**src/rtl/uart_tx_queue_if.sv**
```systemverilog
// uart_tx_queue_if: host write port plus transmitter handshake.
// gap_cycles exists only when UART_TXQ_GAP_EN is defined.
interface uart_tx_queue_if #(
  parameter int DEPTH = 16
);
  localparam int ADDR_W = $clog2(DEPTH);

  logic              wr_en;
  logic [7:0]        wr_data;
  logic              flush;
  logic              full;
  logic              empty;
  logic [ADDR_W:0]   level;
  logic              overflow;
  logic              busy;
  logic              data_ready;
  logic [7:0]        data;
  logic              tx_complete;
`ifdef UART_TXQ_GAP_EN
  logic [15:0]       gap_cycles;
`endif

  modport master (
`ifdef UART_TXQ_GAP_EN
    output gap_cycles,
`endif
    output wr_en, wr_data, flush,
    output tx_complete,
    input  full, empty, level,
    input  overflow, busy,
    input  data_ready, data
  );

  modport slave (
`ifdef UART_TXQ_GAP_EN
    input  gap_cycles,
`endif
    input  wr_en, wr_data, flush,
    input  tx_complete,
    output full, empty, level,
    output overflow, busy,
    output data_ready, data
  );
endinterface

```
**src/rtl/uart_tx_queue.sv**
```systemverilog
// uart_tx_queue: byte FIFO feeding the UART transmitter one strobe
// per tx_complete. Define UART_TXQ_GAP_EN for an inter-byte gap.
module uart_tx_queue #(
  parameter int DEPTH = 16
) (
  input  logic           clk,
  input  logic           rst,
  uart_tx_queue_if.slave bus
);
  localparam int ADDR_W = $clog2(DEPTH);
  localparam int CW     = ADDR_W + 1;

  localparam logic [1:0] S_IDLE = 2'd0;
  localparam logic [1:0] S_WAIT = 2'd1;
`ifdef UART_TXQ_GAP_EN
  localparam logic [1:0] S_GAP  = 2'd2;
`endif

  logic [7:0]        r_mem [DEPTH];
  logic [ADDR_W-1:0] r_wr_ptr;
  logic [ADDR_W-1:0] r_rd_ptr;
  logic [CW-1:0]     r_count;
  logic [1:0]        r_state;
  logic              r_overflow;
  logic              r_data_ready;
  logic [7:0]        r_data;
`ifdef UART_TXQ_GAP_EN
  logic [15:0]       r_gap;
`endif

  logic w_full;
  logic w_empty;
  logic w_wr;
  logic w_pop;

  assign w_full  = (r_count == CW'(DEPTH));
  assign w_empty = (r_count == '0);
  assign w_wr    = bus.wr_en & ~w_full
                 & ~bus.flush;
  assign w_pop   = (r_state == S_IDLE)
                 & ~w_empty & ~bus.flush;

  // byte storage, written only on an accepted write
  always_ff @(posedge clk) begin
    if (w_wr) r_mem[r_wr_ptr] <= bus.wr_data;
  end

  // pointers and occupancy count
  always_ff @(posedge clk or negedge rst) begin
    if (!rst) begin
      r_wr_ptr <= '0;
      r_rd_ptr <= '0;
      r_count  <= '0;
    end else if (bus.flush) begin
      r_wr_ptr <= '0;
      r_rd_ptr <= '0;
      r_count  <= '0;
    end else begin
      if (w_wr)
        r_wr_ptr <= r_wr_ptr + ADDR_W'(1);
      if (w_pop)
        r_rd_ptr <= r_rd_ptr + ADDR_W'(1);
      case ({w_wr, w_pop})
        2'b10:   r_count <= r_count + CW'(1);
        2'b01:   r_count <= r_count - CW'(1);
        default: r_count <= r_count;
      endcase
    end
  end

  // sticky overflow on any write seen while full
  always_ff @(posedge clk or negedge rst) begin
    if (!rst)
      r_overflow <= 1'b0;
    else if (bus.flush)
      r_overflow <= 1'b0;
    else if (bus.wr_en && w_full)
      r_overflow <= 1'b1;
  end

  // registered strobe and byte towards the transmitter
  always_ff @(posedge clk or negedge rst) begin
    if (!rst) begin
      r_data_ready <= 1'b0;
      r_data       <= '0;
    end else begin
      r_data_ready <= w_pop;
      if (w_pop) r_data <= r_mem[r_rd_ptr];
    end
  end

  // handshake sequencer: one byte out per tx_complete
  always_ff @(posedge clk or negedge rst) begin
    if (!rst) begin
      r_state <= S_IDLE;
`ifdef UART_TXQ_GAP_EN
      r_gap   <= '0;
`endif
    end else begin
      unique case (1'b1)
        (r_state == S_IDLE): begin
          if (w_pop) r_state <= S_WAIT;
        end
        (r_state == S_WAIT): begin
          if (bus.tx_complete) begin
`ifdef UART_TXQ_GAP_EN
            r_state <= S_GAP;
            r_gap   <= bus.gap_cycles;
`else
            r_state <= S_IDLE;
`endif
          end
        end
`ifdef UART_TXQ_GAP_EN
        (r_state == S_GAP): begin
          if (r_gap == '0)
            r_state <= S_IDLE;
          else
            r_gap <= r_gap - 16'd1;
        end
`endif
        default: r_state <= S_IDLE;
      endcase
    end
  end

  assign bus.full       = w_full;
  assign bus.empty      = w_empty;
  assign bus.level      = r_count;
  assign bus.overflow   = r_overflow;
  assign bus.busy       = (r_state != S_IDLE)
                        | ~w_empty;
  assign bus.data_ready = r_data_ready;
  assign bus.data       = r_data;
endmodule

```
**src/flat_wrapper.sv**
```systemverilog
// flat-port wrapper written by rule: the top's interface ports become plain ports
module uart_tx_queue_flat 
#(
  parameter int DEPTH = 16
)
  (clk, rst, bus_wr_en, bus_wr_data, bus_flush, bus_tx_complete, bus_full, bus_empty, bus_level, bus_overflow, bus_busy, bus_data_ready, bus_data);
  uart_tx_queue_if #(.DEPTH(DEPTH)) bus_i ();
  input  logic clk;
  input  logic rst;
  input wire logic [$bits(bus_i.wr_en)-1:0] bus_wr_en;
  input wire logic [$bits(bus_i.wr_data)-1:0] bus_wr_data;
  input wire logic [$bits(bus_i.flush)-1:0] bus_flush;
  input wire logic [$bits(bus_i.tx_complete)-1:0] bus_tx_complete;
  output wire logic [$bits(bus_i.full)-1:0] bus_full;
  output wire logic [$bits(bus_i.empty)-1:0] bus_empty;
  output wire logic [$bits(bus_i.level)-1:0] bus_level;
  output wire logic [$bits(bus_i.overflow)-1:0] bus_overflow;
  output wire logic [$bits(bus_i.busy)-1:0] bus_busy;
  output wire logic [$bits(bus_i.data_ready)-1:0] bus_data_ready;
  output wire logic [$bits(bus_i.data)-1:0] bus_data;
  assign bus_i.wr_en = bus_wr_en;
  assign bus_i.wr_data = bus_wr_data;
  assign bus_i.flush = bus_flush;
  assign bus_i.tx_complete = bus_tx_complete;
  assign bus_full = bus_i.full;
  assign bus_empty = bus_i.empty;
  assign bus_level = bus_i.level;
  assign bus_overflow = bus_i.overflow;
  assign bus_busy = bus_i.busy;
  assign bus_data_ready = bus_i.data_ready;
  assign bus_data = bus_i.data;
  uart_tx_queue #(.DEPTH(DEPTH)) u_core (.clk(clk), .rst(rst), .bus(bus_i));
endmodule
```
**config.mk**
```make
export PLATFORM = sky130hd
export DESIGN_NAME = uart_tx_queue_flat
export DESIGN_NICKNAME = d
export VERILOG_FILES = /design/src/rtl/uart_tx_queue_if.sv /design/src/rtl/uart_tx_queue.sv /design/src/flat_wrapper.sv
export SDC_FILE = /design/constraint.sdc
export NUM_CORES = 1
export LEC_CHECK = 0
export ABC_AREA = 1
export ABC_CLOCK_PERIOD_IN_PS = 2009
export CORE_ASPECT_RATIO = 2
export CORE_MARGIN = 1.5
export CORE_UTILIZATION = 60
export DETAILED_ROUTE_END_ITERATION = 8
export PLACE_DENSITY = 0.86
export SYNTH_ARGS = -nofsm -noshare
export SYNTH_HDL_FRONTEND = slang
export SYNTH_SLANG_ARGS = --single-unit
```
**constraint.sdc**
```tcl
create_clock -name clk -period 2.01 [get_ports clk]
set_input_delay 0.402 -clock clk [delete_from_list [all_inputs] [get_ports clk]]
set_output_delay 0.402 -clock clk [all_outputs]
set_load 0.01 [all_outputs]
```
==> results of run 1 <==
## through the flow
| step | cell area, sq um | instances | utilization (%) |
|---|---|---|---|
| 6_report | 7660 | 721 | 75.5 |
| 5_1_grt | 7660 | 721 | 75.5 |
| 4_1_cts | 7610 | 717 | 75.0 |
| 3_5_place_dp | 6990 | 685 | 68.9 |
| 3_3_place_gp | 6990 | 685 | 68.9 |
| 2_1_floorplan | 6280 | 502 | - |
## repair_timing
action                                 CTS  global route
setup endpoints to repair                3             5
pin swaps                                0            11
cloned                                   0             0
setup buffers                            0             4
endpoints found under the hold margin    0             0
gates resized for setup                  7             7
## cell type report
cell class | count | share of cell area (%)
sequential | 152 | 58.0
inverter | 23 | 1.19
tap | 135 | 2.21
timing repair buffer | 77 | 8.90
multi-input combinational | 302 | 21.8
clock buffer | 18 | 5.60
clock inverter | 14 | 2.29
## worst paths after layout
path / cells after the start / end / slack [ns]
hold reg to reg: 1 / u_core.bus.data[4] / 0.49
max in group asynchronous: 2 / u_core.bus.level[3] / 1.38
min in group clk: 1 / u_core.bus.data[4] / 0.49
setup reg to reg: 7 / u_core.bus.data[2] / 0.08
hold / removal: 2 / u_core.r_rd_ptr[0] / 0.35
setup / recovery: 4 / bus_full / 0.03
## cells in the mapped netlist (11+ instances only)
master | n | area (sq um)
o211ai_1 | 11 | 82.6
edfxtp_1 | 128 | 3840
dfrtp_1 | 24 | 601
o22ai_1 | 12 | 75.1
nor2_1 | 85 | 319
nand3_1 | 24 | 120
o21ai_0 | 74 | 370
clkbuf_1 | 17 | 63.8
inv_1 | 17 | 63.8
nand2_1 | 34 | 128
o221ai_1 | 21 | 184
## routing by layer
metal  track usage (%)  up-vias  part of all wire [%]
met5                 0        -                     0
met4              24.5        0                   8.3
met3              7.63       98                   7.2
met2              52.9      358                    53
met1              34.6     2265                    31
li1                  -     1987                     -
## state kept, by name (all words and copies together), names as in the netlist
name	flops
u_core.r_mem	128
u_core.bus.data	8
u_core.bus.level	5
u_core.r_rd_ptr	4
u_core.r_wr_ptr	4
u_core.bus.data_ready	1
u_core.bus.overflow	1
u_core.r_state	1
## report_power, final
group / internal (mW) / switching, mW / leakage [nW] / total (mW)
registers: 3.62 / 0.131 / 1.45 / 3.75
logic: 1.19 / 2.07 / 1.02 / 3.26
clock network: 1.95 / 1.29 / 0.276 / 3.24
total: 6.76 / 3.49 / 2.75 / 10.3
## cells by family after synthesis
kind of cell / after synthesis
simple gates: 160
flops: 152
compound gates: 133
buf+inv: 48
fa+ha+maj: 7
xor+xnor: 2
==> run metrics, run 1 <==
routed wire length 16.6 mm; DRT Pass-1 Iters 9; Via-to-Cell Ratio 6.53; Seq cells post-synth 152; maximum root-to-sink buffer count 2; Worst path top cell family by delay flip-flops; Worst setup EP type primary output; mux contribution to synthesized area 0%; EDFF count, synth between 100 and 150; asr flop ratio synth 15.8%; worst hold slack approximately 0.35 ns; DRT iter0 DRCs 667; Netlist cell types 31; FP Rows 52; worst hold path type primary input to asynchronous set/reset pin; status finished, final reports clean; Final setup viols 0; max-cap viol count 0; area of the multi-input gates 0.00167 sq mm; die area about 0.011 sq mm; CTS H-tree depth 4; initial antenna violation count 0; Synth Area in Simple Gates 11.5%; Top-Level Pins 31; setup tns final 0 ns; WL per Instance 23.0 um; CP bufs+invs 2; clock skew 0.0122 ns; Setup CP Type register to primary output; largest net degree at the start of global routing 46; most common cell after layout, fill and taps aside edfxtp_1; Worst EP arrival roughly 1.6 ns; Syn Area/Cell 12.5 sq um; relative slew slack 47.9%; FF-to-FF Start u_core.r_rd_ptr[1]; xor/xnor cell area share of the yosys netlist less than 1%; area grow syn2layout 22.0%; Synth Flop Type edfxtp_1; Initial Util 61.8%; worst setup margin 0.0265 ns; vias in the first global route around 4,600; # hold bufs at CTS 0; port bufs 30; final hold vios 0; Synth Cell Area between 0.006 and 0.007 sq mm; register area 0.00445 sq mm; Slew Limit Fails 0; yosys warns 0; CP required 1.61 ns; CTS Root Cell clkbuf_16; CTS sink count 152; GR Util All Layers 32.3%; cell breakdown of the critical path nor2_4 > nand3_4 > inv_1 > dlygate4sd2_1; CTS tree yes; ANT nets after route 0; via count 4,708; LEAKAGE 2.75 nW; Placeable Area 0.0101 sq mm; # DRC 0; first-pass GRT wire length 24.9 mm; Syn Nets 522; # fillers 609; die width approximately 75 um; GPL Wtd Cong 0.935; Post-Synthesis Cells 502; PwrDens 1340 mW/mm^2; slowest CP cell dfrtp_1; TritonCTS Buffers 17; Synth Area in Adders 1.40%; hpwl dp 9.88 mm; nets 593; power consumption around 10 mW; largest family of logic cells by synthesized area compound AO/OA/AOI/OAI gates; final worst path period share a little over nine tenths; Worst-Margin Slew 0.779 ns; min Tclk post-route approximately 2 ns; Clk Latency, worst-skew pair 0.44 ns; Compound-Gate Fraction of Synth Area about an eighth; clk slew on worst S/H paths 0.06 ns; grt total ovfl 0; Setup crit start u_core.bus.level[1]; fmax a little over 500 MHz; # diodes 0; most frequent cells in the layout edfxtp_1 (128), nor2_1 (84), o21ai_0 (74); share of cells above drive strength 1 17.1%; pre-CTS setup slack -0.129 ns; Max FO, Critical Path 3; DIE HEIGHT 148 um; sequential element share of the synthesized area 70.8%; peak supply drop around 1.1 mV; Startpoint Class register; max incr delay on CP 0.41 ns
(Power assumes the default switching activity.)
==> inputs of run 2 (changes only) <==
Settings changed: CAP_MARGIN set to 20.
==> results of run 2 <==
The final DEF is identical to that of run 1; final timing and power are the same.
==> variant (settings of run 2) <==
Make the reset (`rst`) synchronous in 4 clocked blocks.
--- a/src/rtl/uart_tx_queue.sv
+++ b/src/rtl/uart_tx_queue.sv
@@ -47,5 +47,5 @@
 
   // pointers and occupancy count
-  always_ff @(posedge clk or negedge rst) begin
+  always_ff @(posedge clk) begin
     if (!rst) begin
       r_wr_ptr <= '0;
@@ -70,5 +70,5 @@
 
   // sticky overflow on any write seen while full
-  always_ff @(posedge clk or negedge rst) begin
+  always_ff @(posedge clk) begin
     if (!rst)
       r_overflow <= 1'b0;
@@ -80,5 +80,5 @@
 
   // registered strobe and byte towards the transmitter
-  always_ff @(posedge clk or negedge rst) begin
+  always_ff @(posedge clk) begin
     if (!rst) begin
       r_data_ready <= 1'b0;
@@ -91,5 +91,5 @@
 
   // handshake sequencer: one byte out per tx_complete
-  always_ff @(posedge clk or negedge rst) begin
+  always_ff @(posedge clk) begin
     if (!rst) begin
       r_state <= S_IDLE;
Formal check against the unedited RTL: differs if rst is asserted again (counterexample within 4 cycles, from zero or initial values and one cycle with rst low); with rst held inactive, the same outputs for 10 cycles.
==> variant against run 2 <==
- the run now ends with negative setup slack left
- sequential cell count unchanged
- wire length up 5.7%
- worst hold slack better by 0.17 ns
- largest cell class unchanged
- final cell count up 26%
- area after synthesis up 7.7%
- worst setup slack worse by 0.24 ns
- design area up 5.4%
- register-to-register slack worse by 0.30 ns
Power is not compared: it rests on default switching activity, and its combinational part moved more than twofold at a synthesized area within 25%.
==> variant: results (changes against run 2) <==
status=finished with violations; failing checks=negative setup slack; top post-synthesis cells by count=nand2_1, edfxtp_1, inv_1, nand3_1, dfxtp_1; Storage cell area=4332 um2 (-2.6%); ranking of synthesized cells by area=edfxtp_1, nand2_1, dfxtp_1, nand3_1, inv_1; Placed Instances=868 (+27%); post-DR vias/cell=5.773 (-12%); HPWL after DPL=10940 um (+11%); Worst Max-Slew Pin Slew=0.7558 ns (-0.02322 ns); layout cells sized above 1=0.1460 (-0.02462); final setup fails=3 (+3); depth of the worst register-to-register path=15 (+8); crit-path max FO=4 (+1); Filler Cells Inserted=712 (+17%); Crit path largest cell delay=0.33 ns (-0.08 ns); WL/cell=19.34 um (-16%); Layout Cells excl Fill=907 (+26%); Setup TNS=-0.4578 ns (-0.4578 ns); Worst R2R End=u_core.bus.level[3]; Synth Area in Adders=0.01666 (+0.002711); fin nets=776 (+31%); Post-Route Skew=0.01060 ns (-0.001546 ns); post-synthesis async set-or-reset flop share=0 (-0.1579); synthesized instance count=682 (+36%); GPL Wtd Cong=0.8729 (-6.6%); clk tree area frac=0.07163 (-0.007268); Pre-antenna DRT Iters=7 (-2); Synth cell types=28 (-9.7%); setup ws final=-0.2163 ns (-0.2429 ns); first-pass GRT wire length=26920 um (+8.3%); fin util=0.7373 (-0.01737); Worst Path Arrival=2.55 ns (+0.97 ns); Synth Area in Compound Gates=0.02648 (-0.1025); slowest CP cell=dfxtp_2; Seq/Total Area, Yosys=0.6399 (-0.06811); pin count of the biggest net entering global routing=48 (+4.3%); Fin Hold WS=0.5200 ns (+0.1726 ns); multi-input logic area=1906 um2 (+14%); comb_multi_in=401 (+33%); vias in the first global route=5400 (+16%); post-route cell area=8070 um2 (+5.4%); pre-CTS setup slack=-0.3750 ns (-0.2456 ns); GRT Total Usage=0.3073 (-0.01605)
-- variant: cell count changes after synthesis, sizes merged, moves of 10 or more --
cell	run 2	this run
a21oi	3	13
buf	8	29
clkbuf	17	0
dfrtp	24	0
dfxtp	0	24
inv	22	99
nand2	39	234
nand3	28	95
nor2	90	24
o211ai	11	0
o21ai	77	6
o221ai	21	0
o22ai	12	0
-- variant: worst reg2reg max path, delay by kind of cell (launching register included) --
family | cells | cell delay, ns
compound gates | 1 | 0.25
fa+ha+maj | 1 | 0.20
buf+inv | 5 | 0.46
flops | 1 | 0.33
simple gates | 8 | 0.88
-- variant: what timing repair did --
action / CTS / global route
setup endpoints to repair: 6 / 4
pin swaps: 5 / 9
gates resized for setup: 11 / 14
setup buffers: 2 / 5
cloned: 0 / 0
hold endpoints to repair: 0 / 0
-- variant: per-layer routing --
metal  global-route usage  wire [um]  part of all wire
met1               0.3115       5676              0.32
met2               0.5598       9742              0.56
met3              0.06209       1158             0.066
met4               0.1896        967             0.055
met5                    0          0                 0
-- variant: worst max-delay path by stage --
stage,start,endpoint,slack [ns],depth (start not counted)
5_1_grt,u_core.bus.level[0],u_core.bus.level[3],-0.33,15
3_5_place_dp,bus_flush,u_core.bus.level[4],-0.37,13
3_3_place_gp,bus_flush,u_core.bus.level[4],-0.27,14
6_report,u_core.bus.level[0],u_core.bus.level[3],-0.22,15
2_1_floorplan,u_core.bus.level[0],u_core.bus.level[4],0.04,16
4_1_cts,u_core.bus.level[2],u_core.bus.level[4],-0.07,15
-- variant: power groups by stage --
stage	clock network, mW	registers (mW)	logic, mW
detailed placement	0	3.56	0.858
global placement	0	3.56	0.817
finish	3.10	3.50	0.949
CTS	3.11	3.50	0.894
floorplan	0	3.58	0.511
global route	3.24	3.50	1.02
